$ cat src/rtl/adc_pkg.sv
// adc_pkg: shared FSM state type, timing constants and counter sizing helper for the ADC sampler.
package adc_pkg;
   typedef enum logic [2:0] {ST_RST, ST_IDLE, ST_CONV, ST_WAIT_BUSY, ST_RD_LO, ST_RD_HI} state_t;
   localparam int RST_CYC = 4;
   localparam int CONVST_CYC = 2;
   function automatic int cnt_w(input int a, input int b);
      return $clog2((a > b ? a : b) + 1);
   endfunction
endpackage

$ cat src/rtl/adc_par_sampler_if.sv
// adc_par_sampler_if: valid/ready sample stream carrying one ADC channel word per transfer.
interface adc_par_sampler_if #(
   parameter int DATA_W = 16,
   parameter int CH_W = 3
);
   logic [DATA_W-1:0] data;
   logic [CH_W-1:0] chan;
   logic last;
   logic valid;
   logic ready;
   modport master(output data, chan, last, valid, input ready);
   modport slave(input data, chan, last, valid, output ready);
endinterface

$ cat src/rtl/adc_rate_tick.sv
// adc_rate_tick: free-running period counter that pulses tick at each wrap while enabled.
module adc_rate_tick #(
   parameter int PERIOD = 1000
) (
   input  logic clk,
   input  logic rst,
   input  logic enable,
   output logic tick
);
   localparam int W = $clog2(PERIOD);
   logic [W-1:0] cnt;
   logic wrap;
   assign wrap = cnt == W'(PERIOD - 1);
   assign tick = enable && wrap;
   always_ff @(posedge clk)
      if (rst || !enable) cnt <= '0;
      else cnt <= wrap ? '0 : cnt + 1'b1;
endmodule

$ cat src/rtl/adc_par_sampler.sv
// adc_par_sampler: periodic parallel-ADC conversion/readout FSM feeding a valid/ready sample stream.
module adc_par_sampler
   import adc_pkg::*;
#(
   parameter int NUM_CH = 8,
   parameter int DATA_W = 16,
   parameter int CONV_PERIOD = 1000,
   parameter int RD_CYC = 4,
   parameter int BUSY_TO = 4096
) (
   input  logic              clk,
   input  logic              rst,
   input  logic              enable,
   input  logic [2:0]        os_sel,
   input  logic [DATA_W-1:0] ad_data,
   input  logic              ad_busy,
   input  logic              ad_first_data,
   output logic [2:0]        ad_os,
   output logic              ad_reset,
   output logic              ad_convst,
   output logic              ad_cs,
   output logic              ad_rd,
   adc_par_sampler_if.master m,
   output logic              overrun,
   output logic              frame_err
);
   localparam int CH_W = NUM_CH > 1 ? $clog2(NUM_CH) : 1;
   localparam int CW = cnt_w(BUSY_TO, RD_CYC > RST_CYC ? RD_CYC : RST_CYC);
   state_t state;
   logic [CW-1:0] cyc;
   logic [CH_W-1:0] chan;
   logic seen_busy;
   logic tick;
   logic stall;
   assign stall = m.valid && !m.ready;
   adc_rate_tick #(.PERIOD(CONV_PERIOD)) u_tick (
      .clk(clk),
      .rst(rst),
      .enable(enable),
      .tick(tick)
   );
   always_ff @(posedge clk)
      if (rst) begin
         state <= ST_RST;
         cyc <= '0;
         chan <= '0;
         seen_busy <= 1'b0;
         ad_reset <= 1'b1;
         ad_convst <= 1'b1;
         ad_cs <= 1'b1;
         ad_rd <= 1'b1;
         ad_os <= '0;
         m.valid <= 1'b0;
         m.data <= '0;
         m.chan <= '0;
         m.last <= 1'b0;
         overrun <= 1'b0;
         frame_err <= 1'b0;
      end else begin
         if (m.valid && m.ready) m.valid <= 1'b0;
         if (tick && state != ST_IDLE) overrun <= 1'b1;
         case (state)
            ST_RST: begin
               cyc <= cyc + 1'b1;
               if (cyc == CW'(RST_CYC - 1)) begin
                  ad_reset <= 1'b0;
                  cyc <= '0;
                  state <= ST_IDLE;
               end
            end
            ST_IDLE:
               if (tick) begin
                  ad_os <= os_sel;
                  ad_convst <= 1'b0;
                  cyc <= '0;
                  state <= ST_CONV;
               end
            ST_CONV: begin
               cyc <= cyc + 1'b1;
               if (cyc == CW'(CONVST_CYC - 1)) begin
                  ad_convst <= 1'b1;
                  seen_busy <= 1'b0;
                  cyc <= '0;
                  state <= ST_WAIT_BUSY;
               end
            end
            ST_WAIT_BUSY: begin
               cyc <= cyc + 1'b1;
               if (ad_busy) seen_busy <= 1'b1;
               // busy fall wins over a timeout landing on the same cycle
               if (seen_busy && !ad_busy) begin
                  ad_cs <= 1'b0;
                  ad_rd <= 1'b0;
                  chan <= '0;
                  cyc <= '0;
                  state <= ST_RD_LO;
               end else if (cyc == CW'(BUSY_TO - 1)) begin
                  frame_err <= 1'b1;
                  cyc <= '0;
                  state <= ST_IDLE;
               end
            end
            ST_RD_LO: begin
               cyc <= cyc + 1'b1;
               if (cyc == CW'(RD_CYC - 1)) begin
                  m.data <= ad_data;
                  m.chan <= chan;
                  m.last <= chan == CH_W'(NUM_CH - 1);
                  m.valid <= 1'b1;
                  if (chan == '0 && !ad_first_data) frame_err <= 1'b1;
                  ad_rd <= 1'b1;
                  cyc <= '0;
                  state <= ST_RD_HI;
               end
            end
            ST_RD_HI:
               // the high phase stretches until the previous word has been taken
               if (cyc != CW'(RD_CYC - 1)) cyc <= cyc + 1'b1;
               else if (!stall) begin
                  cyc <= '0;
                  if (chan == CH_W'(NUM_CH - 1)) begin
                     ad_cs <= 1'b1;
                     state <= ST_IDLE;
                  end else begin
                     chan <= chan + 1'b1;
                     ad_rd <= 1'b0;
                     state <= ST_RD_LO;
                  end
               end
            default: state <= ST_RST;
         endcase
      end
endmodule

$ cat src/flat_wrapper.sv
// flat-port wrapper written by rule: the top's interface ports become plain ports
module adc_par_sampler_flat import adc_pkg::*;
#(
   parameter int NUM_CH = 8,
   parameter int DATA_W = 16,
   parameter int CONV_PERIOD = 1000,
   parameter int RD_CYC = 4,
   parameter int BUSY_TO = 4096
)
  (clk, rst, enable, os_sel, ad_data, ad_busy, ad_first_data, ad_os, ad_reset, ad_convst, ad_cs, ad_rd, overrun, frame_err, m_data, m_chan, m_last, m_valid, m_ready);
  adc_par_sampler_if #(.DATA_W(DATA_W)) m_i ();
  input  logic clk;
  input  logic rst;
  input  logic enable;
  input  logic [2:0] os_sel;
  input  logic [DATA_W-1:0] ad_data;
  input  logic ad_busy;
  input  logic ad_first_data;
  output logic [2:0] ad_os;
  output logic ad_reset;
  output logic ad_convst;
  output logic ad_cs;
  output logic ad_rd;
  output logic overrun;
  output logic frame_err;
  output wire logic [$bits(m_i.data)-1:0] m_data;
  output wire logic [$bits(m_i.chan)-1:0] m_chan;
  output wire logic [$bits(m_i.last)-1:0] m_last;
  output wire logic [$bits(m_i.valid)-1:0] m_valid;
  input wire logic [$bits(m_i.ready)-1:0] m_ready;
  assign m_data = m_i.data;
  assign m_chan = m_i.chan;
  assign m_last = m_i.last;
  assign m_valid = m_i.valid;
  assign m_i.ready = m_ready;
  adc_par_sampler #(.NUM_CH(NUM_CH), .DATA_W(DATA_W), .CONV_PERIOD(CONV_PERIOD), .RD_CYC(RD_CYC), .BUSY_TO(BUSY_TO)) u_core (.clk(clk), .rst(rst), .enable(enable), .os_sel(os_sel), .ad_data(ad_data), .ad_busy(ad_busy), .ad_first_data(ad_first_data), .ad_os(ad_os), .ad_reset(ad_reset), .ad_convst(ad_convst), .ad_cs(ad_cs), .ad_rd(ad_rd), .m(m_i), .overrun(overrun), .frame_err(frame_err));
endmodule
$ cat config.mk
export PLATFORM = sky130hd
export DESIGN_NAME = adc_par_sampler_flat
export DESIGN_NICKNAME = d
export VERILOG_FILES = /design/src/rtl/adc_pkg.sv /design/src/rtl/adc_par_sampler_if.sv /design/src/rtl/adc_rate_tick.sv /design/src/rtl/adc_par_sampler.sv /design/src/flat_wrapper.sv
export SDC_FILE = /design/constraint.sdc
export NUM_CORES = 1
export LEC_CHECK = 0
export BUFFER_PORTS_ARGS = -buffer_cell sky130_fd_sc_hd__buf_2
export CORE_ASPECT_RATIO = 0.8
export CORE_MARGIN = 2
export CORE_UTILIZATION = 55
export DETAILED_ROUTE_END_ITERATION = 10
export HOLD_SLACK_MARGIN = 0.1
export PLACE_DENSITY = 0.77
export SLEW_MARGIN = 20
export SYNTH_ARGS = -nofsm -noshare
export SYNTH_HDL_FRONTEND = slang
export SYNTH_SLANG_ARGS = --single-unit
export TNS_END_PERCENT = 20
$ cat constraint.sdc
create_clock -name clk -period 2.7 [get_ports clk]
set_clock_uncertainty 0.2 [all_clocks]
set_input_delay 0.135 -clock clk [delete_from_list [all_inputs] [get_ports clk]]
set_output_delay 0.135 -clock clk [all_outputs]
set_load 0.05 [all_outputs]
==> impl_metrics.ini, run 1 <==
[place]
io_buffers = 54
post-dp-hpwl_um = 4220
place_area_um2 = 3123
dp.cells = 441
routabilityCongestion = 0.9378
pre_cts_ws_ps = 366.5

[clocking]
cts.sinks = 60
cts_buffers = 9
tritoncts = yes
path_clk_slew_ps = 60
clk_path_buf_depth = 2
clockRootBuffer = clkbuf_8
cts_max_level = 3
clkLatencyLatePin_ps = 340

[yosys]
synthesis.area_um2 = 2800
netlist_top_cells_area = dfxtp_1, nand2_1, a21oi_1
yosysSeqAreaShare_pct = 42.90
synth_fp_nets = 365
synth-seq-cells = 60
yosys.area.top_type_share_pct = 42.90
avgSynthCellArea_um2 = 8.384
synth_edf_count = 0
synth_warnings = 0
synthCells = 334
synthFlopType = dfxtp_1
async_reset_ff_share_pct = 0
synth.largest_area_cell = dfxtp_1
yosysUniqueCellTypes = 52

[worst_setup_path]
cp.arrival_ps = 2540
startpoint_type = register
critical_path_class = register to register
cp-end-kind = register
crit_required_ps = 2780
r2r_slack_ps = 240
critPathMaxFanout = 8

[layout]
final_cells = 483
layout_common_cells = nand2_1, dfxtp_1, buf_2
insertedDiodeCount = 0
final_net_count = 449
final.fill_count = 397
area_growth_pct = 27.79
fin_area_um2 = 3578
drive_gt1_share_pct = 24.23

[floorplan]
core_region_area_um2 = 4950
rows = 23
dieHeight_um = 67.82
initial_core_util_pct = 56.57
die-area_um2 = 5682
die_w_um = 83.78
io_pins = 55

[global_route]
grt_usage_pct = 24.48
antenna_found_initial = 0
global_route.overflow_total = 0
grt_first_pass_wirelength_um = 10900
grt_max_degree = 22
first_global_vias = 2413

[pwr]
switching_share_pct = 26.39
p_per_area_nw_per_um2 = 549.1
power.leakage_nw = 1.395
internal_power_mw = 1.446
clockPowerShare_pct = 37.4
switchingPower_mw = 0.5185
ir_drop_mv = 0.4006
combPwrFrac_pct = 14.6
seqPwrFrac_pct = 48.0

[routing]
vias = 2666
viasPerCell = 5.520
finalWirelength_um = 6692
ant_nets = 0
drt_pass1_iterations = 5
wire_per_inst_um = 13.86
first_iter_violations = 252
drcViolationCount = 0

[sta]
max_slew_margin_pct = 68.88
slew_viol_final = 0
fin_setup_tns_ps = 0
rsz0062_at_grt = no
setup_viol = 0
hold_viol = 0
fin_ws_ps = 240.1
fmax_mhz = 406.5
worst_pin_slew_ps = 466.1
timing.final.crit_share_pct = 91.11
period_needed_ps = 2460

[outcome]
outcome = complete, no violations

[hold_path]
hold_class = register to register

[run]
drv_cap = 0
[critical path: stages, from the launching register on]
cell           delay, ps
dfxtp_1              390
ha_2                 280
nor3b_1              260
nand4_2              190
nor4_2               270
o22ai_1              120
a21oi_1              150
dlygate4sd3_1        550
[final timing paths]
kind	startpoint	to	depth (start not counted)
setup / recovery	u_core.cyc[0]$_SDFFE_PP0P_	u_core.frame_err$_SDFFE_PP0P_	7
hold / removal	u_core.m.data[0]$_SDFFE_PP0P_	u_core.m.data[0]$_SDFFE_PP0P_	2
setup reg to reg	u_core.cyc[0]$_SDFFE_PP0P_	u_core.frame_err$_SDFFE_PP0P_	7
hold reg to reg	u_core.m.data[0]$_SDFFE_PP0P_	u_core.m.data[0]$_SDFFE_PP0P_	2
[area by class of cell]
type	instances	area [um^2]	share of cell area, %
multi-input combinational	245	1474	41.19
tap	62	77.57	2.168
clock inverter	3	40.04	1.119
clock buffer	11	131.4	3.671
inverter	11	41.29	1.154
sequential	60	1201	33.57
timing repair buffer	91	613.1	17.13
[power groups by stage]
stage                     sequential, mW  combinational, mW  clock [mW]
after floorplan                    0.955              0.185           0
after global placement             0.957              0.244           0
after detailed placement           0.960              0.249           0
after CTS                          0.940              0.274       0.759
after global routing               0.946              0.318       0.793
final                              0.942              0.287       0.735
[routing by layer]
metal / track usage (%) / wire length (um) / up-vias
met4: 10.48 / 63 / 0
met3: 8.444 / 493 / 7
met5: 0 / 0 / -
met1: 30.95 / 2967 / 1228
li1: - / - / 1349
met2: 38.80 / 3168 / 82
[registers in the layout, summed over array words and instances, names as in the netlist]
signal             count
u_core.m.data         16
u_core.cyc            13
u_core.u_tick.cnt     10
u_core.ad_os           3
u_core.chan            3
u_core.m.chan          3
u_core.state           3
u_core.ad_convst       1
u_core.ad_cs           1
u_core.ad_rd           1
u_core.ad_reset        1
u_core.frame_err       1
u_core.m.last          1
u_core.m.valid         1
u_core.overrun         1
u_core.seen_busy       1
[per-stage QoR]
| stage | util, % | hold WS, ps | total power, mW |
|---|---|---|---|
| final | 72.30 | 247.1 | 1.965 |
| after global routing | 72.30 | 270.7 | 2.057 |
| after CTS | 71.82 | 249.4 | 1.973 |
| after detailed placement | 63.09 | 182.3 | 1.209 |
| after global placement | 63.09 | 179.5 | 1.201 |
| after floorplan | - | 71.03 | 1.140 |
[cell usage after synthesis, types with 2 or more instances]
| library cell | count |
|---|---|
| dfxtp_1 | 60 |
| nand2_1 | 60 |
| a21oi_1 | 39 |
| nor2_1 | 25 |
| o31ai_1 | 12 |
| inv_1 | 11 |
| nand3_1 | 9 |
| clkbuf_1 | 8 |
| nand4_1 | 7 |
| a21oi_2 | 6 |
| buf_2 | 6 |
| ha_1 | 6 |
| nor3_1 | 6 |
| nand2b_1 | 5 |
| or4_1 | 5 |
| or4_4 | 5 |
| xor2_1 | 5 |
| and2_1 | 4 |
| o21ai_0 | 4 |
| or3_1 | 4 |
| and4_1 | 3 |
| nor4_1 | 3 |
| xnor2_1 | 3 |
| a211oi_1 | 2 |
| a22o_1 | 2 |
| buf_4 | 2 |
| buf_6 | 2 |
| nand3b_1 | 2 |
| nor2b_1 | 2 |
| nor3b_1 | 2 |
| o21ai_1 | 2 |
| or2_2 | 2 |
[what timing repair did]
action | in CTS | in global routing
hold endpoints to repair | 26 | 0
hold buffers | 26 | 0
gates resized for setup | 0 | 2
setup endpoints to repair | 0 | 1
setup buffers | 0 | 2
[cells by family after synthesis]
group,Yosys count,synth area share (%)
DFF,60,42.90
muxes,1,0.4021
adders and majority gates,6,2.681
and+or+nand+nor,152,28.86
buffers and inverters,29,4.960
AOI/OAI and AO/OA,78,17.70
xor gates and xnor gates,8,2.502
No activity file was read; power rests on OpenSTA's default activity.
==> run 2, diff against run 1 <==
==> constraint.sdc (replaced) <==
create_clock -name clk -period 2.7 [get_ports clk]
set_clock_uncertainty 0.2 [all_clocks]
set_input_delay 0.54 -clock clk [delete_from_list [all_inputs] [get_ports clk]]
set_output_delay 0.54 -clock clk [all_outputs]
set_load 0.05 [all_outputs]
==> impl_metrics.ini, run 2 (synthesized netlist as in run 1, its figures left out) <==
[outcome]
outcome = complete, no violations

[clocking]
post-cts-setup-buffers = 0
cts_max_level = 3
clk_path_buf_depth = 2
path_clk_slew_ps = 60
tritoncts = yes
postCtsHoldBufs = 0
clkLatencyLatePin_ps = 330
cts_resized = 0
cts.sinks = 60
cts_buffers = 9
clockRootBuffer = clkbuf_8

[worst_setup_path]
worstPathCellList = ha_1 > nor3b_1 > nand4_2 > o31ai_1 > a21oi_1 > mux2_2
crit_start = u_core.cyc[0]$_SDFFE_PP0P_
cp.arrival_ps = 2370
crit_slowest_cell = dfxtp_1
critPathBufInv = 0
cp-end-kind = register
reg2reg_from = u_core.cyc[0]$_SDFFE_PP0P_
crit_required_ps = 2720
critPathTopFamily = simple AND/OR/NAND/NOR gates
startpoint_type = register
r2r_slack_ps = 350
critPathMaxFanout = 8
critical_path_class = register to register
slowest_delay_ps = 390

[hold_path]
min_from = os_sel[2]
hold_class = primary input to register

[routing]
ant_nets = 0
first_iter_violations = 181
wire_per_inst_um = 13.23
drcViolationCount = 0
vias = 2534
finalWirelength_um = 6020
drt_pass1_iterations = 5
viasPerCell = 5.569

[layout]
final_cells = 455
area_growth_pct = 17.65
largest_registers = u_core.m.data: 16 flops, u_core.cyc: 13 flops, u_core.u_tick.cnt: 10 flops
drive_gt1_share_pct = 24.94
final_net_count = 421
insertedDiodeCount = 0
top_register = u_core.m.data
layout_common_cells = nand2_1, dfxtp_1, buf_2
largest_reg_flops = 16

[place]
post-dp-hpwl_um = 4220
routabilityCongestion = 0.9378
io_buffers = 54
dp.cells = 441

[global_route]
grt_first_pass_wirelength_um = 10050
grt_usage_pct = 22.52
global_route.overflow_total = 0
first_global_vias = 2238
grt_max_degree = 22
antenna_found_initial = 0

[pwr]
p_per_area_nw_per_um2 = 583.9
ir_drop_mv = 0.4001
power.leakage_nw = 1.272

[floorplan]
io_pins = 55
core_region_area_um2 = 4950
initial_core_util_pct = 56.57
dieHeight_um = 67.82
die_w_um = 83.78
rows = 23
die-area_um2 = 5682

[sta]
hold_viol = 0
rsz0062_at_grt = no
setup_viol = 0
slew_viol_final = 0
timing.final.crit_share_pct = 86.91
fmax_mhz = 426.2
fin_setup_tns_ps = 0
worst_pin_slew_ps = 436.1
max_slew_margin_pct = 70.89
holdWs_ps = 240.4
period_needed_ps = 2346

[run]
drv_cap = 0
## run 2: cell types whose count changed in the layout (fill, tap and decap cells not counted)
cell           previous run  this run
ha_1                      5         6
nor4_2                    2         1
dlygate4sd3_1            26         0
ha_2                      1         0
buf_4                    11         9
nor4_1                    2         3
## run 2: worst reg2reg max path: stages (launching register included)
cell and delay, ps:
dfxtp_1 390, ha_1 320, nor3b_1 280, nand4_2 260
o31ai_1 350, a21oi_1 160, mux2_2 290
## run 2: area by class of cell
class | instances | area, um^2
multi-input combinational | 245 | 1465
clock buffer | 11 | 131.4
clock inverter | 3 | 40.04
tap | 62 | 77.57
timing repair buffer | 63 | 337.8
sequential | 60 | 1201
fill | 443 | 1655
inverter | 11 | 41.29
## run 2: power by group
group          total (mW)  leakage, nW  internal (mW)  switching, mW
Sequential          0.940        0.484          0.909         0.0319
Clock               0.734       0.0890          0.413          0.321
Combinational       0.249        0.698         0.0960          0.153
## run 2: metal layers
layer	wire length [um]	part of all wire, %	GRT usage, %
met5	0	0	0
met4	24	0.40	10.28
met3	417	6.9	7.841
met2	2723	45	33.10
met1	2855	47	30.15
## run 2: final timing paths
| kind | endpoint | cells past startpoint |
|---|---|---|
| worst min register to register | u_core.m.data[8]$_SDFFE_PP0P_ | 2 |
| worst min-delay path | u_core.ad_os[2]$_SDFFE_PP0P_ | 3 |
| worst max-delay path | u_core.chan[0]$_SDFFE_PP0P_ | 6 |
| worst max register to register | u_core.chan[0]$_SDFFE_PP0P_ | 6 |
## run 2: metrics by stage
step | setup slack [ps] | total power [mW] | utilization, % | instance area, um^2
5_1_grt | 32.52 | 2.019 | 66.56 | 3294
4_1_cts | 336.1 | 1.948 | 66.56 | 3294
3_3_place_gp | 444.3 | 1.201 | 63.09 | 3123
2_1_floorplan | 545.9 | 1.140 | - | 2800
6_report | 353.5 | 1.924 | 66.56 | 3294
3_5_place_dp | 366.5 | 1.209 | 63.09 | 3123
==> run 3, diff against run 2 <==
--- a/config.mk
+++ b/config.mk
@@ -5,12 +5,14 @@
 export SDC_FILE = /design/constraint.sdc
 export NUM_CORES = 1
 export LEC_CHECK = 0
+export ABC_AREA = 1
 export BUFFER_PORTS_ARGS = -buffer_cell sky130_fd_sc_hd__buf_2
 export CORE_ASPECT_RATIO = 0.8
 export CORE_MARGIN = 2
-export CORE_UTILIZATION = 55
+export CORE_UTILIZATION = 56
 export DETAILED_ROUTE_END_ITERATION = 10
 export HOLD_SLACK_MARGIN = 0.1
+export MAX_ROUTING_LAYER = met4
 export PLACE_DENSITY = 0.77
 export SLEW_MARGIN = 20
 export SYNTH_ARGS = -nofsm -noshare
==> impl_metrics.ini, run 3 <==
[routing]
viasPerCell = 5.303
wire_per_inst_um = 12.91
drt_pass1_iterations = 5
ant_nets = 0
drcViolationCount = 0
vias = 2991
finalWirelength_um = 7282
first_iter_violations = 191

[sta]
setup_viol = 0
fin_ws_ps = 588.0
rsz0062_at_grt = no
slew_viol_final = 0
max_slew_margin_pct = 71.09
period_needed_ps = 2112
worst_pin_slew_ps = 433.0
timing.final.crit_share_pct = 78.22
hold_viol = 0
fin_setup_tns_ps = 0
fmax_mhz = 473.5

[pwr]
combPwrFrac_pct = 33.2
power.leakage_nw = 1.599
switching_share_pct = 38.32
internal_power_mw = 1.673
seqPwrFrac_pct = 38.3
ir_drop_mv = 0.4832
switchingPower_mw = 1.039
clockPowerShare_pct = 28.5
p_per_area_nw_per_um2 = 738.1

[global_route]
global_route.overflow_total = 0
grt_max_degree = 31
first_global_vias = 2774
grt_first_pass_wirelength_um = 12470
antenna_found_initial = 0
grt_usage_pct = 25.80

[clocking]
cts_buffers = 9
tritoncts = yes
cts_resized = 0
path_clk_slew_ps = 70
clockRootBuffer = clkbuf_8
clkLatencyLatePin_ps = 330
clk_path_buf_depth = 2
post-cts-setup-buffers = 0
cts.sinks = 60
cts_max_level = 3
postCtsHoldBufs = 0

[place]
routabilityCongestion = 0.9659
post-dp-hpwl_um = 5551
io_buffers = 54
pre_cts_ws_ps = 598.2

[hold_path]
hold_class = primary input to register
hold_path_depth = 3

[yosys]
synth_fp_nets = 456
synthFlopType = dfxtp_1
yosysMostFrequentCell = nor2_1
netlist_top_cells_area = dfxtp_1, nor2_1, nand2_1
synth-seq-cells = 60
avgSynthCellArea_um2 = 7.498
yosys.area.top_type_share_pct = 37.69
synth-simple-area-share_pct = 40.71
synth.largest_area_cell = dfxtp_1
synth_warnings = 0
synthMuxAreaShare_pct = 0
yosysUniqueCellTypes = 37
synth_edf_count = 0
synth_top_family_by_area = simple AND/OR/NAND/NOR gates
yosysSeqAreaShare_pct = 37.69
async_reset_ff_share_pct = 0
synthCells = 425
synthesis.area_um2 = 3187
ys_top_cells_by_count = nor2_1, dfxtp_1, nand2_1, inv_1
synth-xor-area-share_pct = 1.099
synthAdderAreaFrac_pct = 2.356
synth_compound_area_share_pct = 10.99

[outcome]
outcome = complete, no violations

[floorplan]
io_pins = 55
rows = 24
core_region_area_um2 = 5465
dieHeight_um = 71.48
die-area_um2 = 6314
die_w_um = 88.34
initial_core_util_pct = 58.31

[worst_setup_path]
critical_path_class = register to register
startpoint_type = register
reg2regPathDepth = 8
cp.arrival_ps = 2140
critPathMaxFanout = 25
crit_required_ps = 2720
cp-end-kind = register

[run]
drv_cap = 0

[layout]
largest_reg_flops = 16
area_growth_pct = 15.31
final_common_cell = nor2_1
layout_common_cells = nor2_1, nand2_1, dfxtp_1
largest_registers = u_core.m.data: 16 flops, u_core.cyc: 13 flops, u_core.u_tick.cnt: 10 flops
drive_gt1_share_pct = 26.54
top_register = u_core.m.data
final_net_count = 513
final.fill_count = 502
finish.utilization_pct = 67.24
insertedDiodeCount = 0
[run 3: per-stage QoR]
| step | hold slack [ps] | cell area (um^2) | total power [mW] | std cells |
|---|---|---|---|---|
| 6_report | 230.4 | 3675 | 2.712 | 564 |
| 5_1_grt | 224.9 | 3675 | 2.865 | 564 |
| 4_1_cts | 219.4 | 3675 | 2.715 | 564 |
| 3_5_place_dp | 241.7 | 3491 | 1.944 | 549 |
| 3_3_place_gp | 238.8 | 3491 | 1.923 | 549 |
| 2_1_floorplan | 230.3 | 3187 | 1.761 | 425 |
[run 3: critical path, stage by stage, from the launching register on]
cell     delay (ps)
dfxtp_1         390
ha_1            310
nand3_2         140
nor2_4          190
nand2_4         130
nor2_8          290
inv_4           170
nor2_1          120
nor2_1           50
[run 3: routing by layer]
layer | vias to the layer above | routed length (um) | part of all wire, % | global-route usage [%]
met2 | 93 | 3279 | 45 | 39.01
li1 | 1504 | - | - | -
met4 | 0 | 76 | 1.0 | 6.566
met3 | 10 | 476 | 6.5 | 6.336
met1 | 1384 | 3450 | 47 | 34.88
met5 | - | 0 | 0 | -
[run 3: final cells by class]
class | instances | area, um^2 | area share (%)
clock inverters | 2 | 35.03 | 0.9534
flip-flops and latches | 60 | 1201 | 32.69
multi-input cells | 315 | 1758 | 47.84
clock buffers | 13 | 148.9 | 4.052
inverters | 41 | 156.4 | 4.256
repair buffers | 55 | 277.8 | 7.559
well taps | 78 | 97.59 | 2.656
[run 3: logic make-up (layout without fill, tap and decap cells)]
logic type,after synthesis,in the layout
buf+inv,50,111
flops,60,60
simple gates,243,243
xor+xnor,4,4
fa+ha+maj,6,6
compound gates,62,62
[run 3: power by group through the flow]
stage	logic, mW	registers, mW	clock network [mW]
floorplan	0.659	1.10	0
global placement	0.874	1.05	0
detailed placement	0.889	1.05	0
CTS	0.892	1.04	0.787
global route	0.995	1.04	0.825
finish	0.901	1.04	0.773
[run 3: final timing paths]
kind | from | to | slack, ps
worst min register to register | u_core.u_tick.cnt[0]$_SDFF_PP0_ | u_core.u_tick.cnt[0]$_SDFF_PP0_ | 260
worst min-delay path | ad_data[12] | u_core.m.data[12]$_SDFFE_PP0P_ | 230
worst max register to register | u_core.cyc[0]$_SDFFE_PP0P_ | u_core.m.last$_SDFFE_PP0P_ | 590
worst max-delay path | u_core.cyc[0]$_SDFFE_PP0P_ | u_core.m.last$_SDFFE_PP0P_ | 590
